==> config.mk <==
export PLATFORM = sky130hd
export DESIGN_NAME = pulse_sequencer
export DESIGN_NICKNAME = d
export VERILOG_FILES = /design/src/rtl/pulse_sequencer_pkg.sv /design/src/rtl/pulse_channel.sv /design/src/rtl/pulse_sequencer.sv
export SDC_FILE = /design/constraint.sdc
export NUM_CORES = 1
export LEC_CHECK = 0
export BUFFER_PORTS_ARGS = -buffer_cell sky130_fd_sc_hd__buf_4
export CORE_ASPECT_RATIO = 0.75
export CORE_UTILIZATION = 45
export DETAILED_ROUTE_END_ITERATION = 16
export GPL_ROUTABILITY_DRIVEN = 0
export PLACE_DENSITY = 0.67
export SYNTH_ARGS = -nofsm -noshare
export SYNTH_HDL_FRONTEND = slang
export SYNTH_SLANG_ARGS = --single-unit
==> constraint.sdc <==
create_clock -name clock -period 23 [get_ports clock]
set_clock_uncertainty 0.2 [all_clocks]
set_input_delay 4.6 -clock clock [delete_from_list [all_inputs] [get_ports clock]]
set_output_delay 4.6 -clock clock [all_outputs]
set_load 0.005 [all_outputs]
==> src/rtl/pulse_sequencer_pkg.sv <==
// Shared encodings for the pulse sequencer.
//   Mode field (2 bits per channel): one-shot, repeat-N, continuous; 2'b11 behaves as one-shot.
//   Channel FSM state encodings.
package pulse_sequencer_pkg;

  localparam logic [1:0] ModeOneShot    = 2'b00;
  localparam logic [1:0] ModeRepeatN    = 2'b01;
  localparam logic [1:0] ModeContinuous = 2'b10;

  localparam logic [1:0] StIdle  = 2'b00;
  localparam logic [1:0] StDelay = 2'b01;
  localparam logic [1:0] StHigh  = 2'b10;
  localparam logic [1:0] StLow   = 2'b11;

endpackage

==> src/rtl/pulse_channel.sv <==
// One independent pulse channel: programmable delay, then pulses of programmable width/period.
// Ports:
//   clock, reset           - rising-edge clock, asynchronous active-high reset
//   start, abort           - trigger (ignored while busy) and synchronous stop (highest priority)
//   mode                   - 00 one-shot, 01 repeat-N, 10 continuous, 11 one-shot
//   delay, width, period,
//   repeat_count           - configuration, latched on an accepted start
//   pulse, busy, done      - registered outputs; done is a one-cycle completion strobe
module pulse_channel
  import pulse_sequencer_pkg::*;
#(
  parameter int unsigned CNT_WIDTH = 16
) (
  input  logic                 clock,
  input  logic                 reset,
  input  logic                 start,
  input  logic                 abort,
  input  logic [1:0]           mode,
  input  logic [CNT_WIDTH-1:0] delay,
  input  logic [CNT_WIDTH-1:0] width,
  input  logic [CNT_WIDTH-1:0] period,
  input  logic [CNT_WIDTH-1:0] repeat_count,
  output logic                 pulse,
  output logic                 busy,
  output logic                 done
);

  localparam logic [CNT_WIDTH-1:0] One = {{(CNT_WIDTH-1){1'b0}}, 1'b1};

  logic [1:0]           state_q, state_d;
  logic [CNT_WIDTH-1:0] cnt_q, cnt_d;       // delay / high / low phase counter
  logic [CNT_WIDTH-1:0] rem_q, rem_d;       // pulses still to emit, including the current one
  logic [CNT_WIDTH-1:0] width_q, width_d;   // clamped high length
  logic [CNT_WIDTH-1:0] low_q, low_d;       // low length, at least 1
  logic                 cont_q, cont_d;
  logic                 pulse_q, busy_q, done_q;
  logic                 done_d;

  logic [CNT_WIDTH-1:0] width_clamped;
  logic [CNT_WIDTH-1:0] low_len;
  logic [CNT_WIDTH-1:0] rep_clamped;

  always_comb begin
    width_clamped = (width == '0) ? One : width;
    // Subtract only when period exceeds the high length so nothing underflows.
    low_len       = (period > width_clamped) ? (period - width_clamped) : One;
    rep_clamped   = (repeat_count == '0) ? One : repeat_count;
  end

  always_comb begin
    state_d = state_q;
    cnt_d   = cnt_q;
    rem_d   = rem_q;
    width_d = width_q;
    low_d   = low_q;
    cont_d  = cont_q;
    done_d  = 1'b0;

    if (abort) begin
      state_d = StIdle;
    end else begin
      case (state_q)
        StIdle: begin
          if (start) begin
            cont_d  = (mode == ModeContinuous);
            rem_d   = (mode == ModeRepeatN) ? rep_clamped : One;
            width_d = width_clamped;
            low_d   = low_len;
            if (delay != '0) begin
              state_d = StDelay;
              cnt_d   = delay;
            end else begin
              state_d = StHigh;
              cnt_d   = width_clamped;
            end
          end
        end
        StDelay: begin
          if (cnt_q == One) begin
            state_d = StHigh;
            cnt_d   = width_q;
          end else begin
            cnt_d = cnt_q - One;
          end
        end
        StHigh: begin
          if (cnt_q == One) begin
            if (!cont_q && rem_q == One) begin
              // Last pulse: no trailing low phase.
              state_d = StIdle;
              done_d  = 1'b1;
            end else begin
              state_d = StLow;
              cnt_d   = low_q;
              if (!cont_q) begin
                rem_d = rem_q - One;
              end
            end
          end else begin
            cnt_d = cnt_q - One;
          end
        end
        StLow: begin
          if (cnt_q == One) begin
            state_d = StHigh;
            cnt_d   = width_q;
          end else begin
            cnt_d = cnt_q - One;
          end
        end
        default: state_d = StIdle;
      endcase
    end
  end

  always_ff @(posedge clock or posedge reset) begin
    if (reset) begin
      state_q <= StIdle;
      cnt_q   <= '0;
      rem_q   <= '0;
      width_q <= '0;
      low_q   <= '0;
      cont_q  <= 1'b0;
      pulse_q <= 1'b0;
      busy_q  <= 1'b0;
      done_q  <= 1'b0;
    end else begin
      state_q <= state_d;
      cnt_q   <= cnt_d;
      rem_q   <= rem_d;
      width_q <= width_d;
      low_q   <= low_d;
      cont_q  <= cont_d;
      pulse_q <= (state_d == StHigh);
      busy_q  <= (state_d != StIdle);
      done_q  <= done_d;
    end
  end

  assign pulse = pulse_q;
  assign busy  = busy_q;
  assign done  = done_q;

endmodule

==> src/rtl/pulse_sequencer.sv <==
// Multi-channel programmable pulse generator.
// Ports:
//   clock, reset                      - rising-edge clock, asynchronous active-high reset
//   start, abort [CHANNELS]           - per-channel trigger and synchronous stop
//   mode [2*CHANNELS]                 - channel i at [2i+1:2i]
//   delay, width, period, repeat_count
//     [CHANNELS*CNT_WIDTH]            - channel i at [i*CNT_WIDTH +: CNT_WIDTH]
//   pulse, busy, done [CHANNELS]      - registered per-channel outputs
module pulse_sequencer
  import pulse_sequencer_pkg::*;
#(
  parameter int unsigned CHANNELS  = 4,
  parameter int unsigned CNT_WIDTH = 16
) (
  input  logic                          clock,
  input  logic                          reset,
  input  logic [CHANNELS-1:0]           start,
  input  logic [CHANNELS-1:0]           abort,
  input  logic [2*CHANNELS-1:0]         mode,
  input  logic [CHANNELS*CNT_WIDTH-1:0] delay,
  input  logic [CHANNELS*CNT_WIDTH-1:0] width,
  input  logic [CHANNELS*CNT_WIDTH-1:0] period,
  input  logic [CHANNELS*CNT_WIDTH-1:0] repeat_count,
  output logic [CHANNELS-1:0]           pulse,
  output logic [CHANNELS-1:0]           busy,
  output logic [CHANNELS-1:0]           done
);

  for (genvar i = 0; i < CHANNELS; i++) begin : g_chan
    pulse_channel #(
      .CNT_WIDTH(CNT_WIDTH)
    ) u_chan (
      .clock        (clock),
      .reset        (reset),
      .start        (start[i]),
      .abort        (abort[i]),
      .mode         (mode[2*i +: 2]),
      .delay        (delay[i*CNT_WIDTH +: CNT_WIDTH]),
      .width        (width[i*CNT_WIDTH +: CNT_WIDTH]),
      .period       (period[i*CNT_WIDTH +: CNT_WIDTH]),
      .repeat_count (repeat_count[i*CNT_WIDTH +: CNT_WIDTH]),
      .pulse        (pulse[i]),
      .busy         (busy[i]),
      .done         (done[i])
    );
  end

endmodule
# After elaboration in Yosys (flattened, before gate mapping)
# Index checks and enable logic that the tools add are counted.
op_classes:
  mux: 104
  order_cmp: 4
  reduce_logical: 48
  add_sub_neg: 12
  n_eq_ne: 52
  bitwise: 4
op_table:
  columns: ["op", "n"]
  rows:
  - ["$mux 16", 52]
  - ["$pmux 16 s3", 4]
  - ["$eq 16x1->1 const B", 8]
  - ["$logic_not 16->1", 8]
  - ["$pmux 16 s2", 4]
  - ["$sub 16x1->16 const B", 8]
  - ["$gt 16x16->1", 4]
  - ["$reduce_bool 16->1", 4]
  - ["$sub 16x16->16", 4]
  - ["$mux 2", 24]
  - ["$eq 2x2->1 const B", 16]
  - ["$ne 2x2->1 const B", 12]
  - ["$pmux 2 s3", 4]
  - ["$reduce_and 3->1", 8]
  - ["$reduce_and 6->1", 4]
  - ["$eq 2x1->1 const B", 8]
  - ["$mux 1", 16]
  - ["$reduce_bool 2->1", 8]
  - ["$ne 3x3->1 const B", 4]
  - ["$logic_not 2->1", 4]
  - ["$ne 2x1->1 const B", 4]
  - ["$reduce_or 2->1", 4]
  - ["$logic_and 1x1->1", 4]
  - ["$logic_not 1->1", 4]
  - ["$not 1->1", 4]
word_totals:
  ff_bits: 280
  word_cells: 260
  in_bits: 274
  out_inout_bits: 12

# Longest topological paths before layout
# Gate-level depths: netlist of the first run.
logic_depth:
  ltp_word: 7
  depth_mapped: 13
  depth_no_buf: 12

# Cells and area by module
# A second synthesis of the first run with hierarchy kept.
unflattened:
  cells_unflattened: 2385
  hier_area_um2: 19972.9
by_module_without_submodules:
  columns: ["module", "instances", "area_per_inst_um2", "seq_area_each_um2", "cells_each"]
  rows:
  - ["pulse_channel at g_chan[1].u_chan ...", 2, 4999.8, 1751.7, 594]
  - ["pulse_channel at g_chan[0].u_chan", 1, 5029.8, 1751.7, 609]
  - ["pulse_channel at g_chan[3].u_chan", 1, 4943.5, 1751.7, 588]

# Worst setup path after synthesis of the first run
# OpenSTA, ideal clock, no wires.
synth_timing:
  kind: "input to register"
  startpoint: "input port width[9]"
  endpoint: "register g_chan[0].u_chan.low_q[1]"
  arrival_ns: 6.940
  setup_time_ns: 0.121
  cell_stages: 12
  path_slack_ns: 15.739
  path_buffers: 1
  required_ns: 22.679
  cell_sequence: "nor4_1 > a41o_1 > ha_1 > inv_1 > fa_1 > nand3_1 > a21oi_1 > nor3_1 > o31a_1 > a21oi_1 > clkbuf_1 > a22o_1"
synth_between:
  elab_chain_len: 4
  word_cells_on_any_way: 5
  cone_classes: "1 x add/sub; 1 x order compare; 2 x mux; 1 x reduce/logical"
synth_lines:
  columns: ["item", "line", "source"]
  rows:
  - ["start: declaration", "pulse_sequencer.sv:21", "input logic [CHANNELS*CNT_WIDTH-1:0] width,"]
  - ["$logic_not 16->1 *", "pulse_channel.sv:44", "width_clamped = (width == '0) ? One : width;"]
  - ["$mux 16 *", "pulse_channel.sv:44", null]
  - ["net g_chan[0].u_chan.width_clamped[0]", "pulse_channel.sv:39", "logic [CNT_WIDTH-1:0] width_clamped;"]
  - ["$sub 16x16->16 / $gt 16x16->1 (equally long branches)", "pulse_channel.sv:46", "low_len = (period > width_clamped) ? (period - width_clamped) : One;"]
  - ["$mux 16 *", "pulse_channel.sv:46", null]
  - ["end signal: assignment", "pulse_channel.sv:132", "low_q <= low_d;"]
  - ["end: declaration", "pulse_channel.sv:34", "logic [CNT_WIDTH-1:0] low_q, low_d;"]
# Mark *: on every way through the listed nets, which the timed path passes. The rest lies on a longest branch.
# A chain may end at the register's enable or synchronous reset.

# Worst setup path in the final report of the first run
layout_timing:
  startpoint: "input port width[55]"
  endpoint: "register g_chan[3].u_chan.low_q[5]"
layout_between:
  elab_chain_len: 4
  word_cells_on_any_way: 5
  cone_classes: "1 x add/sub; 1 x order compare; 2 x mux; 1 x reduce/logical"
layout_lines:
  columns: ["item", "line"]
  rows:
  - ["$logic_not 16->1 *", "pulse_channel.sv:44"]
  - ["$mux 16 *", "pulse_channel.sv:44"]
  - ["net g_chan[3].u_chan.width_clamped[0]", "pulse_channel.sv:39"]
  - ["$sub 16x16->16 / $gt 16x16->1 (equally long branches)", "pulse_channel.sv:46"]
  - ["$mux 16 *", "pulse_channel.sv:46"]
  - ["end signal: assignment", "pulse_channel.sv:132"]
  - ["end: declaration", "pulse_channel.sv:34"]
# Marks and branches as above.

==> flow_summary.json, run 1 <==
{
  "status": "completed",
  "design.portCount": 286,
  "final.fill_count": 4005,
  "die_x_um": 243,
  "swShare_pct": 33.6,
  "power_leakage_uw": 0.0101,
  "grt_first_pass_wirelength_um": 98300,
  "setup_viol": 0,
  "finalHoldViolations": 0,
  "p_clk_share_pct": 31.8,
  "yosysSeqAreaShare_pct": 35.8,
  "holdCritPathClass": "register to register",
  "max_freq_mhz": 132,
  "routedWlPerCell_um": 19.5,
  "cp-start-kind": "input pin",
  "drt-total-wl_um": 61800,
  "ctsResizeCount": 0,
  "drive_above_1_share_pct": 14.6,
  "clk_pin_slew_ns": 0.06,
  "postCtsHoldBufs": 0,
  "syn_inst": 2391,
  "finalCritPeriodShare_pct": 32.9,
  "synth_area_um2": 19600,
  "cts_root_buf": "clkbuf_16",
  "cp_data_arrival_time_ns": 7.78,
  "antennaDiodeCount": 0,
  "clock-sinks": 280,
  "finalSetupTns_ns": 0,
  "area_delta_synth_final_pct": 17.7,
  "critPathMaxFanout": 11,
  "synth-edff-count": 0,
  "dp_slack_ns": 14.96,
  "htreeDepth": 1,
  "fp.coreArea_um2": 42500,
  "vias": 19708,
  "grt_max_degree": 150,
  "cts_tree": "yes",
  "maxCapViolations": 0,
  "synth_top_area_share_pct": 35.8,
  "cellPowerDensity_nw_per_um2": 69.9,
  "power_uw": 1610,
  "peakVddDrop_v": 0.0000584,
  "fin_crit_ns": 7.56,
  "post-route-util_pct": 54.3,
  "first_global_vias": 18420,
  "power.switching_uw": 541,
  "relSlewSlack_pct": 19.9,
  "grt_overflow": 0,
  "ys_ff_latch": 280,
  "synth.area.top_cells": "dfrtp_1, o21ai_0, ha_1",
  "yosysUniqueCellTypes": 81,
  "cts_buffer_depth": 3,
  "drt_iter0_drc": 1675,
  "drc": 0,
  "track_usage_pct": 27.1,
  "tightest_slew_ns": 1.20,
  "drt-pass1-iter-count": 6,
  "timing.critical_path.to_type": "register",
  "setup_ws_ns": 15.44,
  "antenna_left": 0,
  "internal-power_uw": 1070,
  "rows": 65,
  "numPortBuffers": 285,
  "slew_violations": 0,
  "syn_nets": 2757,
  "stdcell_area_um2": 23000,
  "cts_buffers": 31,
  "required_ns": 23.22,
  "rsz0062_at_grt": "no",
  "synth_area_per_cell_um2": 8.19,
  "hpwl_um": 46800,
  "ys.flop_type": "dfrtp_1",
  "die-area_um2": 44300,
  "finalNetCount": 2952,
  "antenna_found_initial": 0,
  "synth_top_area_cell": "dfrtp_1",
  "combPwrFrac_pct": 27.0,
  "start_util_pct": 46.1,
  "p_seq_share_pct": 41.3,
  "path_class": "input pin to register",
  "postCtsSetupBuffers": 0,
  "via_per_inst": 6.20,
  "clk_latency_ns": 0.57,
  "yosys_warnings": 0,
  "fp.dieH_um": 183,
  "placed_cell_area_um2": 22000,
  "async_flop_share_pct": 100
}
## worst paths after layout
check / slack, ns / startpoint / end / cells past startpoint
max in group asynchronous: 17.25 / reset / g_chan[3].u_chan.rem_q[11] / 3
min reg2reg: 0.28 / g_chan[3].u_chan.width_q[2] / g_chan[3].u_chan.width_q[2] / 2
min in group asynchronous: 4.00 / reset / g_chan[0].u_chan.rem_q[6] / 2
max: 15.44 / width[55] / g_chan[3].u_chan.low_q[5] / 12
max reg2reg: 19.05 / g_chan[1].u_chan.state_q[1] / g_chan[1].u_chan.low_q[15] / 6
min: 0.28 / g_chan[3].u_chan.width_q[2] / g_chan[3].u_chan.width_q[2] / 2
## power by group through the flow
stage | logic, µW | clock network (µW) | registers, µW
final | 434 | 511 | 664
after global routing | 482 | 547 | 676
after CTS | 429 | 522 | 662
after detailed placement | 426 | 0 | 669
after global placement | 417 | 0 | 666
after floorplan | 304 | 0 | 640
## worst max-delay path: stages
cell and delay, ns:
buf_4 0.13, nor4_1 0.67, a41o_1 0.39, ha_1 0.20, inv_1 0.05, fa_1 0.40, nand3_1 0.15, a211oi_1 0.09
nor3_1 0.44, o21ai_0 0.17, nand2_1 0.32, o32ai_1 0.16
## metal layers
layer  vias up  global-route usage, %  part of all wire, %
li1       9347                      -                    -
met1      9399                   40.2                   46
met2       865                   40.6                   43
met3        97                   4.93                  8.3
met4         0                   6.24                  2.3
met5         -                      0                    0
## cells in the final DEF, fill, tap and decap left out, drive strengths merged, types with 45 or more instances in the layout
master,n
a21oi,210
buf,301
clkbuf,46
dfrtp,280
ha,88
inv,113
nand2,227
nand3,45
nor2,182
nor3,80
nor4,75
o21ai,269
## registers in the layout, summed over array words and instances, names as in the netlist
name,count
g_chan.u_chan.busy,4
g_chan.u_chan.rem_q,64
g_chan.u_chan.done,4
g_chan.u_chan.cont_q,4
g_chan.u_chan.low_q,64
g_chan.u_chan.pulse,4
g_chan.u_chan.cnt_q,64
g_chan.u_chan.state_q,8
g_chan.u_chan.width_q,64
## through the flow
stage          std cells  hold WS, ns
5_1_grt             3178        0.300
3_5_place_dp        3122        0.268
4_1_cts             3178        0.283
6_report            3178        0.285
2_1_floorplan       2391        0.243
3_3_place_gp        3122        0.257
## Yosys cell counts, types with 12 or more instances
master      n
nand3_1    45
o31ai_1    20
a31oi_1    32
dfrtp_1   280
o22ai_1    27
a211oi_1   15
inv_1     112
nor2b_1    18
xnor2_1    34
a22o_1     33
o21a_1     31
a221oi_1   15
nand2_1   227
o221ai_1   19
o31a_1     24
nor3b_1    12
xor2_1     29
mux2i_1    13
a22oi_1    34
o22a_1     20
buf_4      12
nor3_1     80
and2_1     19
nor2_1    182
clkbuf_1  115
ha_1       88
or3_1      22
a32oi_1    13
or2_2      13
and3_1     15
o21ai_0   266
a21o_1     28
a21oi_1   210
nor4_1     75
nand4_1    34
## logic make-up (layout without fill, tap and decap cells)
| logic type | after synthesis | after routing | share of synthesized area, % |
|---|---|---|---|
| mux | 18 | 18 | 0.952 |
| compound gates | 892 | 892 | 29.4 |
| flops | 280 | 280 | 35.8 |
| simple gates | 792 | 792 | 19.8 |
| xor+xnor | 63 | 63 | 2.82 |
| fa+ha+maj | 92 | 92 | 6.03 |
| buf+inv | 254 | 472 | 5.17 |
## final cells by class
cell class	count	area, µm²	share of cell area (%)
multi-input combinational	1857	11600	50.2
sequential	280	7010	30.4
timing repair buffer	301	2270	9.86
clock buffer	46	912	3.96
tap	569	712	3.09
inverter	115	442	1.92
clock inverter	10	125	0.543
Power figures use the tool's default switching activity.
==> inputs of run 2 (changes only) <==
--- a/config.mk
+++ b/config.mk
@@ -5,12 +5,13 @@
 export SDC_FILE = /design/constraint.sdc
 export NUM_CORES = 1
 export LEC_CHECK = 0
+export ABC_AREA = 1
 export BUFFER_PORTS_ARGS = -buffer_cell sky130_fd_sc_hd__buf_4
 export CORE_ASPECT_RATIO = 0.75
 export CORE_UTILIZATION = 45
 export DETAILED_ROUTE_END_ITERATION = 16
 export GPL_ROUTABILITY_DRIVEN = 0
-export PLACE_DENSITY = 0.67
+export PLACE_DENSITY = 0.69
 export SYNTH_ARGS = -nofsm -noshare
 export SYNTH_HDL_FRONTEND = slang
 export SYNTH_SLANG_ARGS = --single-unit
==> constraint.sdc (replaced) <==
create_clock -name clock -period 6.6 [get_ports clock]
set_clock_uncertainty 0.2 [all_clocks]
set_input_delay 1.32 -clock clock [delete_from_list [all_inputs] [get_ports clock]]
set_output_delay 1.32 -clock clock [all_outputs]
set_load 0.005 [all_outputs]
==> run 2 against run 1 <==
  * Sequential power rose to 3.6 times the previous value
  * Wire length rose by 7.6%
  * Area after synthesis rose by 11%
  * Final cell count rose by 36%
  * First-iteration DRC count rose by 33%
  * Critical path type unchanged
  * Critical path depth rose by 7
  * Global-route usage fell by 0.51 points
  * Sequential cell count did not move
  * Hold slack got worse by 0.012 ns
==> flow_summary.json, run 2 <==
{
  "status": "completed",
  "required_ns": 6.86,
  "reg2reg_slack_ns": 3.46,
  "slew_violations": 0,
  "antennaDiodeCount": 0,
  "cellPowerDensity_nw_per_um2": 255,
  "ys_ff_latch": 280,
  "track_usage_pct": 26.6,
  "path_class": "input pin to register",
  "grt_util_met1_pct": 42.9,
  "design.portCount": 286,
  "setup_viol": 0,
  "ys.flop_type": "dfrtp_1",
  "hpwl_um": 51100,
  "most-common-layout-cells": "nand2_1, inv_1, nor2_1",
  "synth_top_area_share_pct": 32.2,
  "finalNetCount": 4020,
  "grt_overflow": 0,
  "drt-pass1-iter-count": 7,
  "whs_path_depth": 2,
  "power_leakage_uw": 0.0134,
  "rows": 69,
  "clk_latency_ns": 0.60,
  "antenna_left": 0,
  "peakVddDrop_v": 0.000206,
  "first_global_vias": 20079,
  "async_flop_share_pct": 100,
  "postCtsHoldBufs": 0,
  "synth_area_um2": 21800,
  "synth-edff-count": 0,
  "fp.coreArea_um2": 47600,
  "drc": 0,
  "worstPathCellList": "buf_4 > inv_1 > nand4_1 > nor2_1 > nand2_1 > nand2_1 > ha_1 > inv_1 > fa_1 > nand3_1 > nand2_1 > nand2_1 > nand2_1 > nand2_1 > nand2_1 > nand2_1 > inv_1 > nand2_1 > o21ai_0",
  "holdCritPathClass": "register to register",
  "die_x_um": 256,
  "yosys-top-cells-count": "nand2_1, inv_1, nor2_1, nand3_1, dfrtp_1",
  "routedWlPerCell_um": 15.4,
  "finalHoldViolations": 0,
  "finalSetupTns_ns": 0,
  "cp_data_arrival_time_ns": 3.96,
  "worstHoldStart": "g_chan[1].u_chan.low_q[11]",
  "grt_first_pass_wirelength_um": 107000,
  "maxCapViolations": 0,
  "htreeDepth": 1,
  "vias": 22779,
  "grtUsageMet2_pct": 37.1,
  "drt_iter0_drc": 2225,
  "yosys_warnings": 0,
  "tightest_slew_ns": 1.07,
  "startpoint": "width[44]",
  "syn_nets": 3787,
  "layout_commonest_cell": "nand2_1",
  "relSlewSlack_pct": 28.5,
  "timing.critical_path.to_type": "register",
  "yosysUniqueCellTypes": 50,
  "rsz0062_at_grt": "no",
  "holdWs_ns": 0.273,
  "area_delta_synth_final_pct": 16.9,
  "grt_use_met3_pct": 3.80,
  "syn_inst": 3421,
  "cts_tree": "yes",
  "final.fill_count": 4825,
  "power_uw": 6500,
  "critPathMaxStageDelay_ns": 0.39,
  "dp_slack_ns": 2.37,
  "ctsResizeCount": 0,
  "fp.dieH_um": 192,
  "cp-start-kind": "input pin",
  "setup_ws_ns": 2.90,
  "start_util_pct": 45.8,
  "synth_top_area_cell": "dfrtp_1",
  "synth.area.top_cells": "dfrtp_1, nand2_1, nand3_1",
  "r2r_cells": 12,
  "drive_above_1_share_pct": 11.6,
  "die-area_um2": 49300,
  "grt_max_degree": 110,
  "synth_area_per_cell_um2": 6.36,
  "finalCritPeriodShare_pct": 56.0,
  "antenna_found_initial": 0,
  "numPortBuffers": 285,
  "drt-total-wl_um": 66500,
  "cp_slowest_cell": "fa_1",
  "clock-sinks": 280,
  "fin_crit_ns": 3.70,
  "cp_num_buf_inv": 4,
  "reg2reg_to": "g_chan[2].u_chan.rem_q[13]",
  "cpMostUsedCell": "nand2_1",
  "clk_pin_slew_ns": 0.07,
  "cpLargestDelayFamily": "simple AND/OR/NAND/NOR gates",
  "cts_buffers": 31,
  "postCtsSetupBuffers": 0,
  "cts_root_buf": "clkbuf_16",
  "max_freq_mhz": 270,
  "busiest_layer": "met1",
  "yosysSeqAreaShare_pct": 32.2,
  "reg2reg_from": "g_chan[2].u_chan.cnt_q[1]",
  "hold_end": "g_chan[1].u_chan.low_q[11]",
  "via_per_inst": 5.28,
  "cts_buffer_depth": 3,
  "yosys.cell_count.top_type": "nand2_1",
  "critPathMaxFanout": 11
}
[run 2: kinds of logic after synthesis]
kind of cell	Yosys count	share of synthesized area [%]
AO/OA/AOI/OAI	478	11.6
AND/OR/NAND/NOR	1998	39.0
buffers and inverters	518	9.60
adder cells (fa/ha/maj)	92	5.43
flip-flops	280	32.2
XOR/XNOR	55	2.21
[run 2: cell type report]
cell class	count	area, µm²	share of cell area, %
repair buffers	297	2240	8.81
clock buffers	41	903	3.55
well taps	639	800	3.14
flip-flops and latches	280	7010	27.5
inverters	421	1590	6.25
multi-input cells	2623	12700	49.8
clock inverters	15	231	0.909
[run 2: report_power, final]
group / switching, µW / internal, µW
logic: 1390 / 788
clock network: 772 / 1190
registers: 302 / 2060
total: 2470 / 4030
[run 2: tightest hold or removal path, delay by kind of cell (launching register included)]
family / cells / cell delay, ns
flops: 1 / 0.33
simple gates: 2 / 0.10
[run 2: worst max-delay path by stage]
stage	end	slack, ns	cells after the start
floorplan	g_chan[0].u_chan.busy	1.37	1
global placement	g_chan[3].u_chan.low_q[1]	2.43	19
detailed placement	g_chan[3].u_chan.low_q[1]	2.37	19
CTS	g_chan[3].u_chan.low_q[1]	3.00	19
global route	g_chan[2].u_chan.low_q[1]	2.65	19
finish	g_chan[2].u_chan.low_q[1]	2.90	19
[run 2: routing by layer]
metal,wire length [µm],up-vias
li1,-,11421
met3,5150,69
met1,34000,10409
met2,26400,880
met5,0,-
met4,1020,0
[run 2: through the flow]
step           util (%)  instance area [µm²]  cells
6_report           53.5                25500   4316
5_1_grt            53.5                25500   4316
4_1_cts            53.5                25500   4316
3_5_place_dp       51.1                24300   4260
3_3_place_gp       51.1                24300   4260
2_1_floorplan         -                21800   3421
